`config.mk`:
```
export PLATFORM = sky130hd
export DESIGN_NAME = uart_rx_buffered
export DESIGN_NICKNAME = d
export VERILOG_FILES = /design/src/rtl/tpu_uart_pkg.sv /design/src/rtl/sync_fifo.sv /design/src/rtl/uart_rx_buffered.sv
export SDC_FILE = /design/constraint.sdc
export NUM_CORES = 1
export LEC_CHECK = 0
export ABC_AREA = 1
export CORE_AREA = 2 2 105 107
export CTS_BUF_LIST = sky130_fd_sc_hd__clkbuf_4 sky130_fd_sc_hd__clkbuf_8
export DETAILED_ROUTE_END_ITERATION = 10
export DIE_AREA = 0 0 107 109
export HOLD_SLACK_MARGIN = 0.02
export PLACE_DENSITY = 0.65
export RECOVER_POWER = 100
export SLEW_MARGIN = 5
export SYNTH_ARGS = -nofsm -noshare
export SYNTH_HDL_FRONTEND = slang
export SYNTH_SLANG_ARGS = --single-unit
```
`constraint.sdc`:
```
create_clock -name clk -period 2.8 [get_ports clk]
set_input_delay 0.56 -clock clk [delete_from_list [all_inputs] [get_ports clk]]
set_output_delay 0.56 -clock clk [all_outputs]
set_load 0.01 [all_outputs]
```
`src/rtl/tpu_uart_pkg.sv`:
```
// Shared UART definitions: receiver state encoding and baud divisor helper.
package tpu_uart_pkg;

   localparam int unsigned RX_STATE_W = 3;

   typedef enum logic [RX_STATE_W-1:0] {
      RX_IDLE  = 3'd0,
      RX_START = 3'd1,
      RX_DATA  = 3'd2,
      RX_STOP  = 3'd3,
      RX_BREAK = 3'd4
   } rx_state_e;

   // System clocks per serial bit, integer divide (shared with the TX side).
   function automatic int unsigned clks_per_bit(input int unsigned clock_freq,
                                                input int unsigned baud_rate);
      return clock_freq / baud_rate;
   endfunction

endpackage

```
`src/rtl/sync_fifo.sv`:
```
// Show-ahead synchronous FIFO with registered occupancy count.
// Ports: clk, rst (sync, active-high), push/push_data, pop,
//        rd_data (head, zero when empty), full, empty, count.
module sync_fifo #(
   parameter int unsigned WIDTH = 8,
   parameter int unsigned DEPTH = 8
) (
   input  logic                     clk,
   input  logic                     rst,
   input  logic                     push,
   input  logic [WIDTH-1:0]         push_data,
   input  logic                     pop,
   output logic [WIDTH-1:0]         rd_data,
   output logic                     full,
   output logic                     empty,
   output logic [$clog2(DEPTH):0]   count
);

   localparam int unsigned PTR_W = $clog2(DEPTH);
   localparam int unsigned CNT_W = PTR_W + 1;

   logic [WIDTH-1:0] mem_q [DEPTH];
   logic [WIDTH-1:0] mem_d [DEPTH];
   logic [PTR_W-1:0] wr_ptr_q, wr_ptr_d;
   logic [PTR_W-1:0] rd_ptr_q, rd_ptr_d;
   logic [CNT_W-1:0] count_q, count_d;
   logic             do_push;
   logic             do_pop;

   assign full    = (count_q == CNT_W'(DEPTH));
   assign empty   = (count_q == '0);
   assign count   = count_q;
   assign rd_data = empty ? '0 : mem_q[rd_ptr_q];

   // A push into a full FIFO is allowed only when a pop frees a slot on the same edge.
   always_comb begin
      do_pop   = pop && !empty;
      do_push  = push && (!full || do_pop);
      mem_d    = mem_q;
      wr_ptr_d = wr_ptr_q;
      rd_ptr_d = rd_ptr_q;
      count_d  = count_q + CNT_W'(do_push) - CNT_W'(do_pop);
      if (do_push) begin
         mem_d[wr_ptr_q] = push_data;
         wr_ptr_d        = wr_ptr_q + PTR_W'(1);
      end
      if (do_pop) begin
         rd_ptr_d = rd_ptr_q + PTR_W'(1);
      end
   end

   always_ff @(posedge clk) begin
      if (rst) begin
         for (int i = 0; i < int'(DEPTH); i++) mem_q[i] <= '0;
         wr_ptr_q <= '0;
         rd_ptr_q <= '0;
         count_q  <= '0;
      end else begin
         mem_q    <= mem_d;
         wr_ptr_q <= wr_ptr_d;
         rd_ptr_q <= rd_ptr_d;
         count_q  <= count_d;
      end
   end

endmodule

```
`src/rtl/uart_rx_buffered.sv`:
```
// 8N1 UART receiver with glitch-rejecting start detection, framing-error
// reporting and a show-ahead byte FIFO.
// Ports: clk, rst (sync, active-high), uart_rx (async line, idle high),
//        rx_data/rx_valid/rx_ready (FIFO head handshake), frame_err and
//        overflow (one-cycle pulses), fifo_count, dbg_state (FSM encoding).
module uart_rx_buffered
   import tpu_uart_pkg::*;
#(
   parameter int unsigned CLOCK_FREQ = 100_000_000,
   parameter int unsigned BAUD_RATE  = 115200,
   parameter int unsigned FIFO_DEPTH = 8
) (
   input  logic                          clk,
   input  logic                          rst,
   input  logic                          uart_rx,
   output logic [7:0]                    rx_data,
   output logic                          rx_valid,
   input  logic                          rx_ready,
   output logic                          frame_err,
   output logic                          overflow,
   output logic [$clog2(FIFO_DEPTH):0]   fifo_count,
   output logic [2:0]                    dbg_state
);

   localparam int unsigned CLKS_PER_BIT = clks_per_bit(CLOCK_FREQ, BAUD_RATE);
   localparam int unsigned CNT_W        = $clog2(CLKS_PER_BIT);
   localparam int unsigned HALF_CNT     = CLKS_PER_BIT / 2 - 1;
   localparam int unsigned FULL_CNT     = CLKS_PER_BIT - 1;

   logic             sync1_q, sync2_q;
   rx_state_e        state_q, state_d;
   logic [CNT_W-1:0] baud_cnt_q, baud_cnt_d;
   logic [2:0]       bit_idx_q, bit_idx_d;
   logic [7:0]       shift_q, shift_d;
   logic             frame_err_q, frame_err_d;
   logic             overflow_q, overflow_d;
   logic             push;
   logic             pop;
   logic             fifo_full;
   logic             fifo_empty;

   assign pop       = rx_ready && !fifo_empty;
   assign rx_valid  = !fifo_empty;
   assign frame_err = frame_err_q;
   assign overflow  = overflow_q;
   assign dbg_state = state_q;

   // Receiver FSM: mid-bit sampling, counter cleared on every sample.
   always_comb begin
      state_d     = state_q;
      baud_cnt_d  = baud_cnt_q + CNT_W'(1);
      bit_idx_d   = bit_idx_q;
      shift_d     = shift_q;
      frame_err_d = 1'b0;
      push        = 1'b0;
      unique case (state_q)
         RX_IDLE: begin
            baud_cnt_d = '0;
            if (!sync2_q) state_d = RX_START;
         end
         RX_START: begin
            if (baud_cnt_q == CNT_W'(HALF_CNT)) begin
               baud_cnt_d = '0;
               bit_idx_d  = '0;
               state_d    = sync2_q ? RX_IDLE : RX_DATA;
            end
         end
         RX_DATA: begin
            if (baud_cnt_q == CNT_W'(FULL_CNT)) begin
               baud_cnt_d = '0;
               shift_d    = {sync2_q, shift_q[7:1]};
               bit_idx_d  = bit_idx_q + 3'd1;
               if (bit_idx_q == 3'd7) state_d = RX_STOP;
            end
         end
         RX_STOP: begin
            if (baud_cnt_q == CNT_W'(FULL_CNT)) begin
               baud_cnt_d = '0;
               if (sync2_q) begin
                  push    = 1'b1;
                  state_d = RX_IDLE;
               end else begin
                  frame_err_d = 1'b1;
                  state_d     = RX_BREAK;
               end
            end
         end
         RX_BREAK: begin
            baud_cnt_d = '0;
            if (sync2_q) state_d = RX_IDLE;
         end
         default: begin
            baud_cnt_d = '0;
            state_d    = RX_IDLE;
         end
      endcase
      overflow_d = push && fifo_full && !pop;
   end

   always_ff @(posedge clk) begin
      if (rst) begin
         sync1_q     <= 1'b1;
         sync2_q     <= 1'b1;
         state_q     <= RX_IDLE;
         baud_cnt_q  <= '0;
         bit_idx_q   <= '0;
         shift_q     <= '0;
         frame_err_q <= 1'b0;
         overflow_q  <= 1'b0;
      end else begin
         sync1_q     <= uart_rx;
         sync2_q     <= sync1_q;
         state_q     <= state_d;
         baud_cnt_q  <= baud_cnt_d;
         bit_idx_q   <= bit_idx_d;
         shift_q     <= shift_d;
         frame_err_q <= frame_err_d;
         overflow_q  <= overflow_d;
      end
   end

   sync_fifo #(
      .WIDTH (8),
      .DEPTH (FIFO_DEPTH)
   ) u_fifo (
      .clk       (clk),
      .rst       (rst),
      .push      (push),
      .push_data (shift_q),
      .pop       (pop),
      .rd_data   (rx_data),
      .full      (fifo_full),
      .empty     (fifo_empty),
      .count     (fifo_count)
   );

endmodule

```
### Word-level counts from Yosys, hierarchy flattened

Index checks and enable logic that the tools add are counted.
W data, S select, Z words.

* add/sub/neg operators: 6
* magnitude comparators: 3
* equality and inequality tests: 14
* mux-type cells: 26
* bitwise operators: 4
* reductions and logical operators: 18

Operators with widths (number)
* $bwmux W64: 1
* $mux W8: 4
* $mux W3: 9
* $bmux W8 S3: 1
* $demux W8 S3: 1
* $mux W10: 2
* $pmux W10 S2: 1
* $pmux W3 S5: 1
* $ne A2 B2 Y1 const B: 6
* $add A10 B1 Y10 const B: 1
* $eq A10 B10 Y1 const B: 1
* $eq A10 B9 Y1 const B: 1
* $add A3 B1 Y3 const B: 3
* $ge A4 B4 Y1 const B: 2
* $not A3 Y4: 2
* $eq A3 B2 Y1 const B: 2
* $eq A3 B3 Y1 const B: 2
* $logic_and A1 B1 Y1: 6
* $pmux W3 S2: 1
* $reduce_and A6 Y1: 1
* $add A4 B1 Y4: 1
* $eq A4 B4 Y1 const B: 1
* $logic_not A4 Y1: 1
* $lt A4 B1 Y1 const B: 1
* other kinds (13): 19

* flip-flop bits (word level): 102
* input port bits: 4
* output and inout port bits: 18
* word-level logic and storage cells: 90

### Logic depth before layout (Yosys ltp)

Gate-level depths: netlist of run 1.

* depth after elaboration: 8
* mapped depth: 12
* gate-level depth less buffers: 12

### Hierarchy

Synthesis of run 1 repeated with hierarchy kept, for this count alone.

* cells, all modules: 856
* area, all modules: 5770.5 um^2

Modules (own cells, without submodules)
* sync_fifo: times used 1, cells an instance 684, area each 4430.5 um^2, seq. area each 1481.4 um^2
* uart_rx_buffered: times used 1, cells an instance 172, area each 1340.0 um^2, seq. area each 560.5 um^2

### Worst setup path after synthesis of run 1

OpenSTA, ideal clock, no wires.

* kind: register to register
* from: reg u_fifo.count_q[2], in the netlist u_fifo.count[2]
* to: reg u_fifo.count_q[2], in the netlist u_fifo.count[2]
* arrival: 1903 ps
* data required time: 2674 ps
* slack: 770 ps
* cell stages (with the launch flop): 12
* buffers on the path: 0
* path through: dfxtp_1 -> inv_1 -> ha_1 -> nand2_4 -> nand2_2 -> inv_1 -> ha_1 -> inv_1 -> ha_1 -> fa_1 -> xnor2_1 -> nor2_1

* word-level cells in the longest chain between the ends: 8
* elaborated cells between the ends (all ways): 10
* classes of those cells: add/sub (2); eq/ne (1); reduce/logical (7)

RTL lines
* from (decl): line sync_fifo.sv:26 `logic [CNT_W-1:0] count_q, count_d;`
* from (signal assigned): line sync_fifo.sv:62 `count_q <= count_d;`
* $logic_not A4 Y1 (*): line sync_fifo.sv:31 `assign empty = (count_q == '0);`
* $logic_not A1 Y1 (*)
* named net rx_valid: line uart_rx_buffered.sv:17 `output logic rx_valid,`
* $logic_and A1 B1 Y1: line uart_rx_buffered.sv:42 `assign pop = rx_ready && !fifo_empty;`
* $logic_and A1 B1 Y1 (*): line sync_fifo.sv:37 `do_pop = pop && !empty;`
* named net u_fifo.do_pop: line sync_fifo.sv:28 `logic do_pop;`
* $logic_or A1 B1 Y1: line sync_fifo.sv:38 `do_push = push && (!full || do_pop);`
* $logic_and A1 B1 Y1: line sync_fifo.sv:38
* $add A4 B1 Y4: line sync_fifo.sv:42 `count_d = count_q + CNT_W'(do_push) - CNT_W'(do_pop);`
* $sub A4 B1 Y4 (*): line sync_fifo.sv:42

Mark *: on every way through the listed nets, which the timed path passes. The rest lies on a longest branch.
A chain may end at the register's enable or synchronous reset.

### Worst setup path in the final report of run 1

* from: reg u_fifo.rd_ptr_q[0]
* to: out rx_data[4]

* word-level cells in the longest chain between the ends: 5

RTL lines
* from (decl): line sync_fifo.sv:25 `logic [PTR_W-1:0] rd_ptr_q, rd_ptr_d;`
* from (signal assigned): line sync_fifo.sv:61 `rd_ptr_q <= rd_ptr_d;`
* $not A3 Y4 (implied by the code): line sync_fifo.sv:33 `assign rd_data = empty ? '0 : mem_q[rd_ptr_q];`
* $bmux W8 S3: line sync_fifo.sv:33
* $mux W8 (implied by the code) (2 in a row): line sync_fifo.sv:33
* $mux W8: line sync_fifo.sv:33
* to (decl): line uart_rx_buffered.sv:16 `output logic [7:0] rx_data,`

Every way passes these cells. The select of a mux whose other input is x is not followed.

==> results_dict.tcl, run 1 <==
set metrics [dict create \
    crit_type "reg2out" \
    hold_viol 0 \
    drc 0 \
    clk_pin_slew_ns 0.09 \
    skew_ns 0.0136 \
    place_ws_ns 0.304 \
    tns_ns 0 \
    initial_core_util_pct 47.0 \
    rrSetupSlack_ns 0.32 \
    antenna_found_initial 0 \
    first_iter_violations 407 \
    layout_commonest_cell "nor2_1" \
    setup_violations 0 \
    grt_pass1_wl_um 21600 \
    hold-worst-slack_ns 0.419 \
    avgSynthCellArea_um2 6.89 \
    h-tree-depth 3 \
    postSynthCellCount 723 \
    reg2regPathDepth 9 \
    grt_use_met3_pct 5.32 \
    grt_max_degree 35 \
    worst_slew_pin_slew_ns 0.959 \
    slew_headroom_pct 35.8 \
    cp.arrival_ns 2.14 \
    wl_per_cell_um 14.8 \
    insertion_delay_ns 0.39 \
    port_buffers 21 \
    grt_setup_unrepaired "no" \
    antenna_cells 0 \
    coreArea_mm2 0.0106 \
    vdd_drop_max_uv 536 \
    timing.critical_path.from "u_fifo.rd_ptr_q[0]" \
    synthArstFlopShare_pct 0 \
    row_count 38 \
    netlist_area_mm2 0.00498 \
    cts_tree "built" \
    maxSlewViolCount 0 \
    dieArea_mm2 0.0117 \
    post-cts-setup-buffers 0 \
    cp.required_ns 2.24 \
    clk_path_buf_depth 2 \
    grt_most_used_layer "met2" \
    syn-num-nets 740 \
    grt_overflow 0 \
    gp_congestion 0.828 \
    period_share_pct 96.5 \
    pin_count 22 \
    layout_common_cells "nor2_1, nand2_1, dfxtp_1" \
    max_cap_viol_count 0 \
    vias_per_cell 5.52 \
    synth_top_cell_area_share_pct 41.0 \
    leakage_nw 2.24 \
    synth_seq_cells 102 \
    cts_root_buf "clkbuf_8" \
    synth_flop_cell "dfxtp_1" \
    yosysSeqAreaShare_pct 41.0 \
    critPathCapture "rx_data[4]" \
    netlist-cell-type-count 30 \
    drive_above_1_share_pct 6.88 \
    worstReg2RegEnd "u_fifo.mem_q[42]" \
    hp-class "reg2reg" \
    vias 4862 \
    antenna_left 0 \
    dpl.hpwl_um 8450 \
    fin_nets 753 \
    crit_fanout 32 \
    area_growth_syn_to_layout_pct 12.7 \
    grtUsageMet2_pct 39.6 \
    cts_buffers 9 \
    fmax_mhz 370 \
    dieHeight_um 109 \
    post_dp_cell_area_mm2 0.00539 \
    status "complete, no violations" \
    power.density_mw_per_mm2 681 \
    critPathLaunchType "flip-flop" \
    grt_pass1_vias 4409 \
    yosysWarnings 0 \
    final_area_mm2 0.00561 \
    cp-end-kind "primary output" \
    yosys.area.top_type "dfxtp_1" \
    fin_crit_ns 2.70 \
    die_w_um 107 \
    firstDrtPassIters 5 \
    routed_wl_um 13000 \
    ys_top_cells_by_area "dfxtp_1, nor2_1, nand2_1, a21oi_1, nand3_1" \
    met1_usage_pct 30.2 \
    grtUsageTotal_pct 23.4 \
    fin_ws_ns 0.0974 \
    r2r-start "baud_cnt_q[0]" \
    synth-edff-count 0 \
    cts_sinks 102 \
]
worst min path at each step:
stage,startpoint,endpoint,slack [ns],cells after the start
floorplan,sync1_q,sync2_q,0.39,1
global placement,sync1_q,sync2_q,0.40,1
detailed placement,sync1_q,sync2_q,0.40,1
CTS,sync1_q,sync2_q,0.42,1
global route,sync1_q,sync2_q,0.46,1
finish,sync1_q,sync2_q,0.42,1
synthesized netlist by cell type, types with 9 or more instances:
master      n
nor2_1    148
nand2_1   109
dfxtp_1   102
a21oi_1    81
nand3_1    76
o21ai_0    57
inv_1      34
clkbuf_1   26
ha_1       12
a31oi_1     9
buf_6       9
per-stage QoR:
| stage | power (mW) | utilization, % | cells |
|---|---|---|---|
| after floorplan | 2.30 | - | 723 |
| after global placement | 2.73 | 50.8 | 864 |
| after detailed placement | 2.76 | 50.8 | 864 |
| after CTS | 3.86 | 53.2 | 880 |
| after global routing | 4.04 | 52.9 | 881 |
| final | 3.82 | 52.9 | 881 |
critical path: stages (launching register included):
cell	delay (ns)
dfxtp_1	0.35
inv_1	0.13
buf_12	0.19
nor2_1	0.08
o22ai_1	0.15
o21ai_0	0.09
a31oi_1	0.20
clkdlybuf4s50_1	0.56
what timing repair did:
| action | in CTS | in global routing |
|---|---|---|
| hold buffers | 0 | 0 |
| cloned | 0 | 1 |
| resized for setup | 3 | 10 |
| endpoints found under the setup margin | 8 | 8 |
metal layers:
metal,wire (um),up-vias
li1,-,2413
met1,5920,2271
met2,6150,155
met3,776,23
met4,195,0
met5,0,-
kinds of logic after synthesis:
logic type	synth area share, %
AO/OA/AOI/OAI	16.1
flip-flops	41.0
adder cells (fa/ha/maj)	3.42
XOR/XNOR	0.528
buffers and inverters	8.19
AND/OR/NAND/NOR	30.8
flip-flops by register name, indices dropped and copies added, names as in the netlist:
signal and count:
baud_cnt_q 10, bit_idx_q 3, dbg_state 3, frame_err 1, overflow 1, shift_q 8, sync1_q 1, sync2_q 1
u_fifo.count 4, u_fifo.mem_q 64, u_fifo.rd_ptr_q 3, u_fifo.wr_ptr_q 3
power breakdown:
part / internal, mW / switching (mW)
Combinational: 0.447 / 0.706
Sequential: 1.51 / 0.0603
Clock: 0.586 / 0.520
final cells by class:
type,count,area (um2)
Fill cell,1068,4990
Multi-Input combinational cell,532,2520
Sequential cell,102,2050
Timing Repair Buffer,43,445
Inverter,47,180
Tap cell,140,175
Clock buffer,13,173
Clock inverter,3,65.1
Timing Repair inverter,1,7.51
Note: power is estimated with default switching activity, not from simulation.
==> run 2: changes to the inputs <==
- CTS_CLUSTER_SIZE: unset -> 28
==> results of run 2 <==
Final layout, timing and power as in run 1 (identical DEF).
==> run 3: changes to the inputs <==
- CORE_AREA: 2 2 105 107 -> 2 2 115 117
- CTS_CLUSTER_SIZE: 28 -> unset
- DIE_AREA: 0 0 107 109 -> 0 0 117 119
- PLACE_DENSITY: 0.65 -> 0.56
==> results_dict.tcl, run 3 (synthesis gave the netlist of run 1 again) <==
set metrics [dict create \
    fin_nets 751 \
    slew_headroom_pct 36.3 \
    antenna_left 0 \
    cts_root_buf "clkbuf_8" \
    area_growth_syn_to_layout_pct 10.9 \
    reg2regPathDepth 11 \
    ctsResizeCount 1 \
    antenna_cells 0 \
    insertion_delay_ns 0.38 \
    layout_common_cells "nor2_1, nand2_1, dfxtp_1" \
    crit_fanout 32 \
    p_comb_share_pct 30.6 \
    fin_ws_ns 0.106 \
    layout_commonest_cell "nor2_1" \
    hold_path_end "sync2_q" \
    fin_crit_ns 2.69 \
    largest_reg_flops 64 \
    r2r-start "u_fifo.count[2]" \
    coreArea_mm2 0.0129 \
    grt_overflow 0 \
    grt_pass1_vias 4285 \
    cp-end-kind "primary output" \
    whs_path_depth 1 \
    pin_count 22 \
    reg_top3 "u_fifo.mem_q x64, baud_cnt_q x10, shift_q x8" \
    cts_buffers 9 \
    hp-class "reg2reg" \
    gp_congestion 0.866 \
    status "complete, no violations" \
    max_cap_viol_count 0 \
    cp.required_ns 2.24 \
    initial_core_util_pct 38.7 \
    post-cts-setup-buffers 0 \
    routed_wl_um 12600 \
    critPathLaunchType "flip-flop" \
    crit_type "reg2out" \
    worstReg2RegEnd "u_fifo.mem_q[53]" \
    cts_sinks 102 \
    min_from "sync1_q" \
    cp.arrival_ns 2.13 \
    final_area_mm2 0.00552 \
    holdBufCountCts 0 \
    period_share_pct 96.2 \
    p_clk_share_pct 26.1 \
    grtUsageTotal_pct 19.0 \
    top_register "u_fifo.mem_q" \
    worst_slew_pin_slew_ns 0.954 \
    fmax_mhz 371 \
    fillers 1374 \
    swShare_pct 33.6 \
    drive_above_1_share_pct 6.10 \
    h-tree-depth 3 \
    wl_per_cell_um 13.8 \
    dieArea_mm2 0.0139 \
    hold-worst-slack_ns 0.420 \
    maxSlewViolCount 0 \
    place_ws_ns 0.376 \
    drc 0 \
    grt_pass1_wl_um 20900 \
    die_w_um 117 \
    post_dp_cell_area_mm2 0.00537 \
    firstDrtPassIters 5 \
    dieHeight_um 119 \
    p_seq_share_pct 43.3 \
    antenna_found_initial 0 \
    setup_violations 0 \
    hold_viol 0 \
    clk_path_buf_depth 2 \
    port_buffers 21 \
    leakage_nw 2.19 \
    switchingPower_mw 1.22 \
    vias_per_cell 5.14 \
    first_iter_violations 434 \
    row_count 42 \
    tns_ns 0 \
    clk_pin_slew_ns 0.09 \
    dpl.hpwl_um 8400 \
    rrSetupSlack_ns 0.30 \
    vias 4702 \
    grt_setup_unrepaired "no" \
    power.density_mw_per_mm2 655 \
    vdd_drop_max_uv 505 \
    grt_max_degree 72 \
    utilization_pct 42.9 \
    intPower_mw 2.40 \
    skew_ns 0.0114 \
    cts_tree "built" \
]
run 3: cell types whose count changed in the layout (fill, tap and decap cells not counted), moves of 2 or more:
| cell | change |
|---|---|
| clkbuf_8 | -2 |
| clkbuf_1 | -2 |
| buf_8 | -2 |
| buf_4 | +4 |
| buf_12 | -5 |
run 3: area by class of cell:
cell class	instances	area, um2	area share (%)
well taps	176	220	3.99
clock inverters	4	47.5	0.861
flip-flops and latches	102	2050	37.0
multi-input cells	532	2510	45.5
inverters	47	176	3.19
repair buffers	42	377	6.82
clock buffers	11	145	2.63
run 3: power by group through the flow:
stage | clock (mW) | combinational (mW) | sequential, mW
4_1_cts | 0.980 | 1.16 | 1.57
2_1_floorplan | 0 | 0.702 | 1.60
3_5_place_dp | 0 | 1.15 | 1.60
5_1_grt | 1.04 | 1.26 | 1.58
6_report | 0.944 | 1.11 | 1.57
3_3_place_gp | 0 | 1.15 | 1.60
run 3: through the flow:
stage | cells | power [mW]
floorplan | 723 | 2.30
global placement | 899 | 2.75
detailed placement | 899 | 2.75
CTS | 914 | 3.71
global route | 914 | 3.88
finish | 914 | 3.62
run 3: routing by layer:
metal / GRT usage, % / part of all wire (%)
met2: 30.5 / 48
met3: 3.97 / 3.5
met5: 0 / 0
met1: 25.1 / 46
met4: 6.47 / 2.1
run 3: worst max path at each step:
stage                  startpoint               to  depth (start not counted)
6_report       u_fifo.rd_ptr_q[0]       rx_data[7]                          7
5_1_grt        u_fifo.rd_ptr_q[0]       rx_data[7]                          7
4_1_cts        u_fifo.rd_ptr_q[0]       rx_data[4]                          7
3_5_place_dp   u_fifo.rd_ptr_q[1]       rx_data[4]                          6
3_3_place_gp             rx_ready  u_fifo.count[2]                          9
2_1_floorplan     u_fifo.count[2]  u_fifo.count[2]                         11
run 3: worst max-delay path, cell delays in order, from the launching register on:
cell             delay, ns
dfxtp_1               0.35
inv_1                 0.13
buf_12                0.19
nor2_1                0.07
o22ai_1               0.17
o21ai_0               0.11
a31oi_1               0.19
clkdlybuf4s50_1       0.56
==> RTL edit: new RTL, settings of run 1 <==
`CLOCK_FREQ`: 100_000_000 -> 50_000_000.
--- a/src/rtl/uart_rx_buffered.sv
+++ b/src/rtl/uart_rx_buffered.sv
@@ -6,7 +6,7 @@
 module uart_rx_buffered
    import tpu_uart_pkg::*;
 #(
-   parameter int unsigned CLOCK_FREQ = 100_000_000,
+   parameter int unsigned CLOCK_FREQ = 50_000_000,
    parameter int unsigned BAUD_RATE  = 115200,
    parameter int unsigned FIFO_DEPTH = 8
 ) (
Function: same outputs for any inputs over 10 cycles, from zero or initial values and one cycle with rst high; that may be too few to reach the edited logic, so the function may still have changed.
==> RTL edit against run 1 <==
Power is 0.49% lower; fmax up 6.8%; area after synthesis decreased by 3.5%; worst setup slack better by 0.17 ns; first-iteration DRC count decreased by 16%; sequential share of layout area rose by 2.4 points; sequential cell count fell by 1; combinational power shrank 3%; wire length shrank 9.8%; cell area down 7.1%; global-route usage down 2.5 points; synthesized cell count down 8.2%; critical endpoint is now rx_data[2]; largest cell class unchanged.
==> RTL edit: results (changes against run 1) <==
* Syn_nets at 682 (was 740)
* First drt pass iteration count at 5 (unchanged)
* HP Start: sync1_q$_SDFF_PP1_ (unchanged)
* Post-synthesis cell type count at 29 (was 30)
* Largest registers: u_fifo.mem_q (64), baud_cnt_q (9), shift_q (8) (was u_fifo.mem_q (64), baud_cnt_q (10), shift_q (8))
* Gpl congestion at 0.865 (was 0.828)
* Initial detailed-routing violation count at 343 (was 407)
* Met3 Use GR at 0.0412 (was 0.0532)
* Largest net degree at the start of global routing at 74 (was 35)
* Final Non-Filler Cells at 812 (was 881)
* Setup Skew at 0.00832 ns (was 0.0136 ns)
* Global-route met2 utilization at 0.324 (was 0.396)
* HP Class: flop to flop (unchanged)
* Number of fill cells in the layout at 1,080 (was 1,068)
* Worst slack, placed at 0.319 ns (was 0.304 ns)
* DP Area at 0.00504 mm² (was 0.00539 mm²)
* Routed len/inst at 14.5 µm (was 14.8 µm)
* Dpl hpwl at 7940 µm (was 8450 µm)
* Worst path max stage delay at 0.34 ns (was 0.56 ns)
* Status: completed (unchanged)
* Worst-Margin Slew at 1.47 ns (was 0.959 ns)
* Final nets at 685 (was 753)
* Synthesized instance count at 664 (was 723)
* CP Max Fanout at 10 (was 32)
* Met1 Track Usage GR at 0.286 (was 0.302)
* WP data arrival at 1.97 ns (was 2.14 ns)
* H-Tree Level Count at 3 (unchanged)
* Ant diodes at 0 (unchanged)
* Vias in the first global route at 3,805 (was 4,409)
* Synth warn at 0 (unchanged)
* First-pass GRT wire length at 18,800 µm (was 21,600 µm)
* GRT Overall Usage at 0.209 (was 0.234)
* Share of cells above drive strength 1 at 0.0655 (was 0.0688)
* Reg2Reg Launch Point: u_fifo.count[2]$_SDFF_PP0_ (was baud_cnt_q[0]$_SDFF_PP0_)
* Critical path's slowest cell: dfxtp_1 (was clkdlybuf4s50_1)
* Post-placement cell count at 796 (was 864)
* VDD IR max at 0.287 mV (was 0.536 mV)
* Static leakage at 1.79 nW (was 2.24 nW)
* Top cells by count, synth: 114 x a21oi_1, 108 x nand2_1, 101 x dfxtp_1, 81 x nand3_1, 71 x inv_1 (was 148 x nor2_1, 109 x nand2_1, 102 x dfxtp_1, 81 x a21oi_1, 76 x nand3_1)
* Synth area leaders: dfxtp_1 42%, a21oi_1 12%, nand2_1 8.4% (was dfxtp_1 41%, nor2_1 11%, nand2_1 8.2%)
* DR vias/cell at 5.25 (was 5.52)
* Sequential area share after synthesis at 0.421 (was 0.410)
-- RTL edit: cell types whose count changed in the layout (fill, tap and decap cells not counted), sizes merged, moves of 7 or more --
cell,run 1,this run
nor2,152,44
inv,38,75
a21oi,81,114
o21ai,58,51
buf,19,10
o22ai,8,0
-- RTL edit: critical path: cells and delay by family, from the launching register on --
kind                     cells  cell delay [ns]
AO/OA/AOI/OAI                1             0.26
adder cells (fa/ha/maj)      1             0.20
buffers and inverters        2             0.39
flip-flops                   1             0.34
AND/OR/NAND/NOR              2             0.40
-- RTL edit: final timing paths --
| path | to | slack (ns) | cells after the start |
|---|---|---|---|
| worst max-delay path | rx_data[2] | 0.27 | 6 |
| worst min-delay path | sync2_q$_SDFF_PP1_ | 0.42 | 1 |
| worst max register to register | u_fifo.count[2]$_SDFF_PP0_ | 0.32 | 11 |
| worst min register to register | sync2_q$_SDFF_PP1_ | 0.42 | 1 |
-- RTL edit: cell type report --
cell class | instances | area [µm²] | area share
Sequential cell | 101 | 2020 | 0.388
Tap cell | 140 | 175 | 0.0336
Timing Repair Buffer | 31 | 251 | 0.0482
Clock inverter | 7 | 114 | 0.0218
Multi-Input combinational cell | 447 | 2230 | 0.428
Clock buffer | 9 | 124 | 0.0238
Inverter | 77 | 293 | 0.0561
-- RTL edit: power by group --
group	switching, mW	internal [mW]	total (mW)
sequential	0.0763	1.51	1.59
combinational	0.686	0.428	1.11
clock	0.512	0.590	1.10
-- RTL edit: timing repair --
| item | CTS | global route |
|---|---|---|
| pin swaps | 0 | 2 |
| setup endpoints to repair | 4 | 7 |
| endpoints found under the hold margin | 0 | 0 |
| gates resized for setup | 2 | 10 |
-- RTL edit: metal layers --
layer  wire length (µm)  vias up
li1                   -     2187
met1               5460     1960
met2               5450       98
met3                598       19
met4                250        0
met5                  0        -
-- RTL edit: cell families (layout without fill, tap and decap cells) --
logic type                 after synthesis  count (layout)  synth area share
and+or+nand+nor                        253             253             0.238
AOI/OAI and AO/OA                      174             174             0.184
buffers and inverters                  116             124             0.109
DFF                                    101             101             0.421
adders and majority gates               14              14            0.0380
xor gates and xnor gates                 6               6            0.0109
-- RTL edit: through the flow --
stage / util / power, mW
final: 0.492 / 3.81
after global routing: 0.492 / 4.05
after CTS: 0.498 / 3.92
after detailed placement: 0.475 / 2.84
after global placement: 0.475 / 2.81
after floorplan: - / 2.40
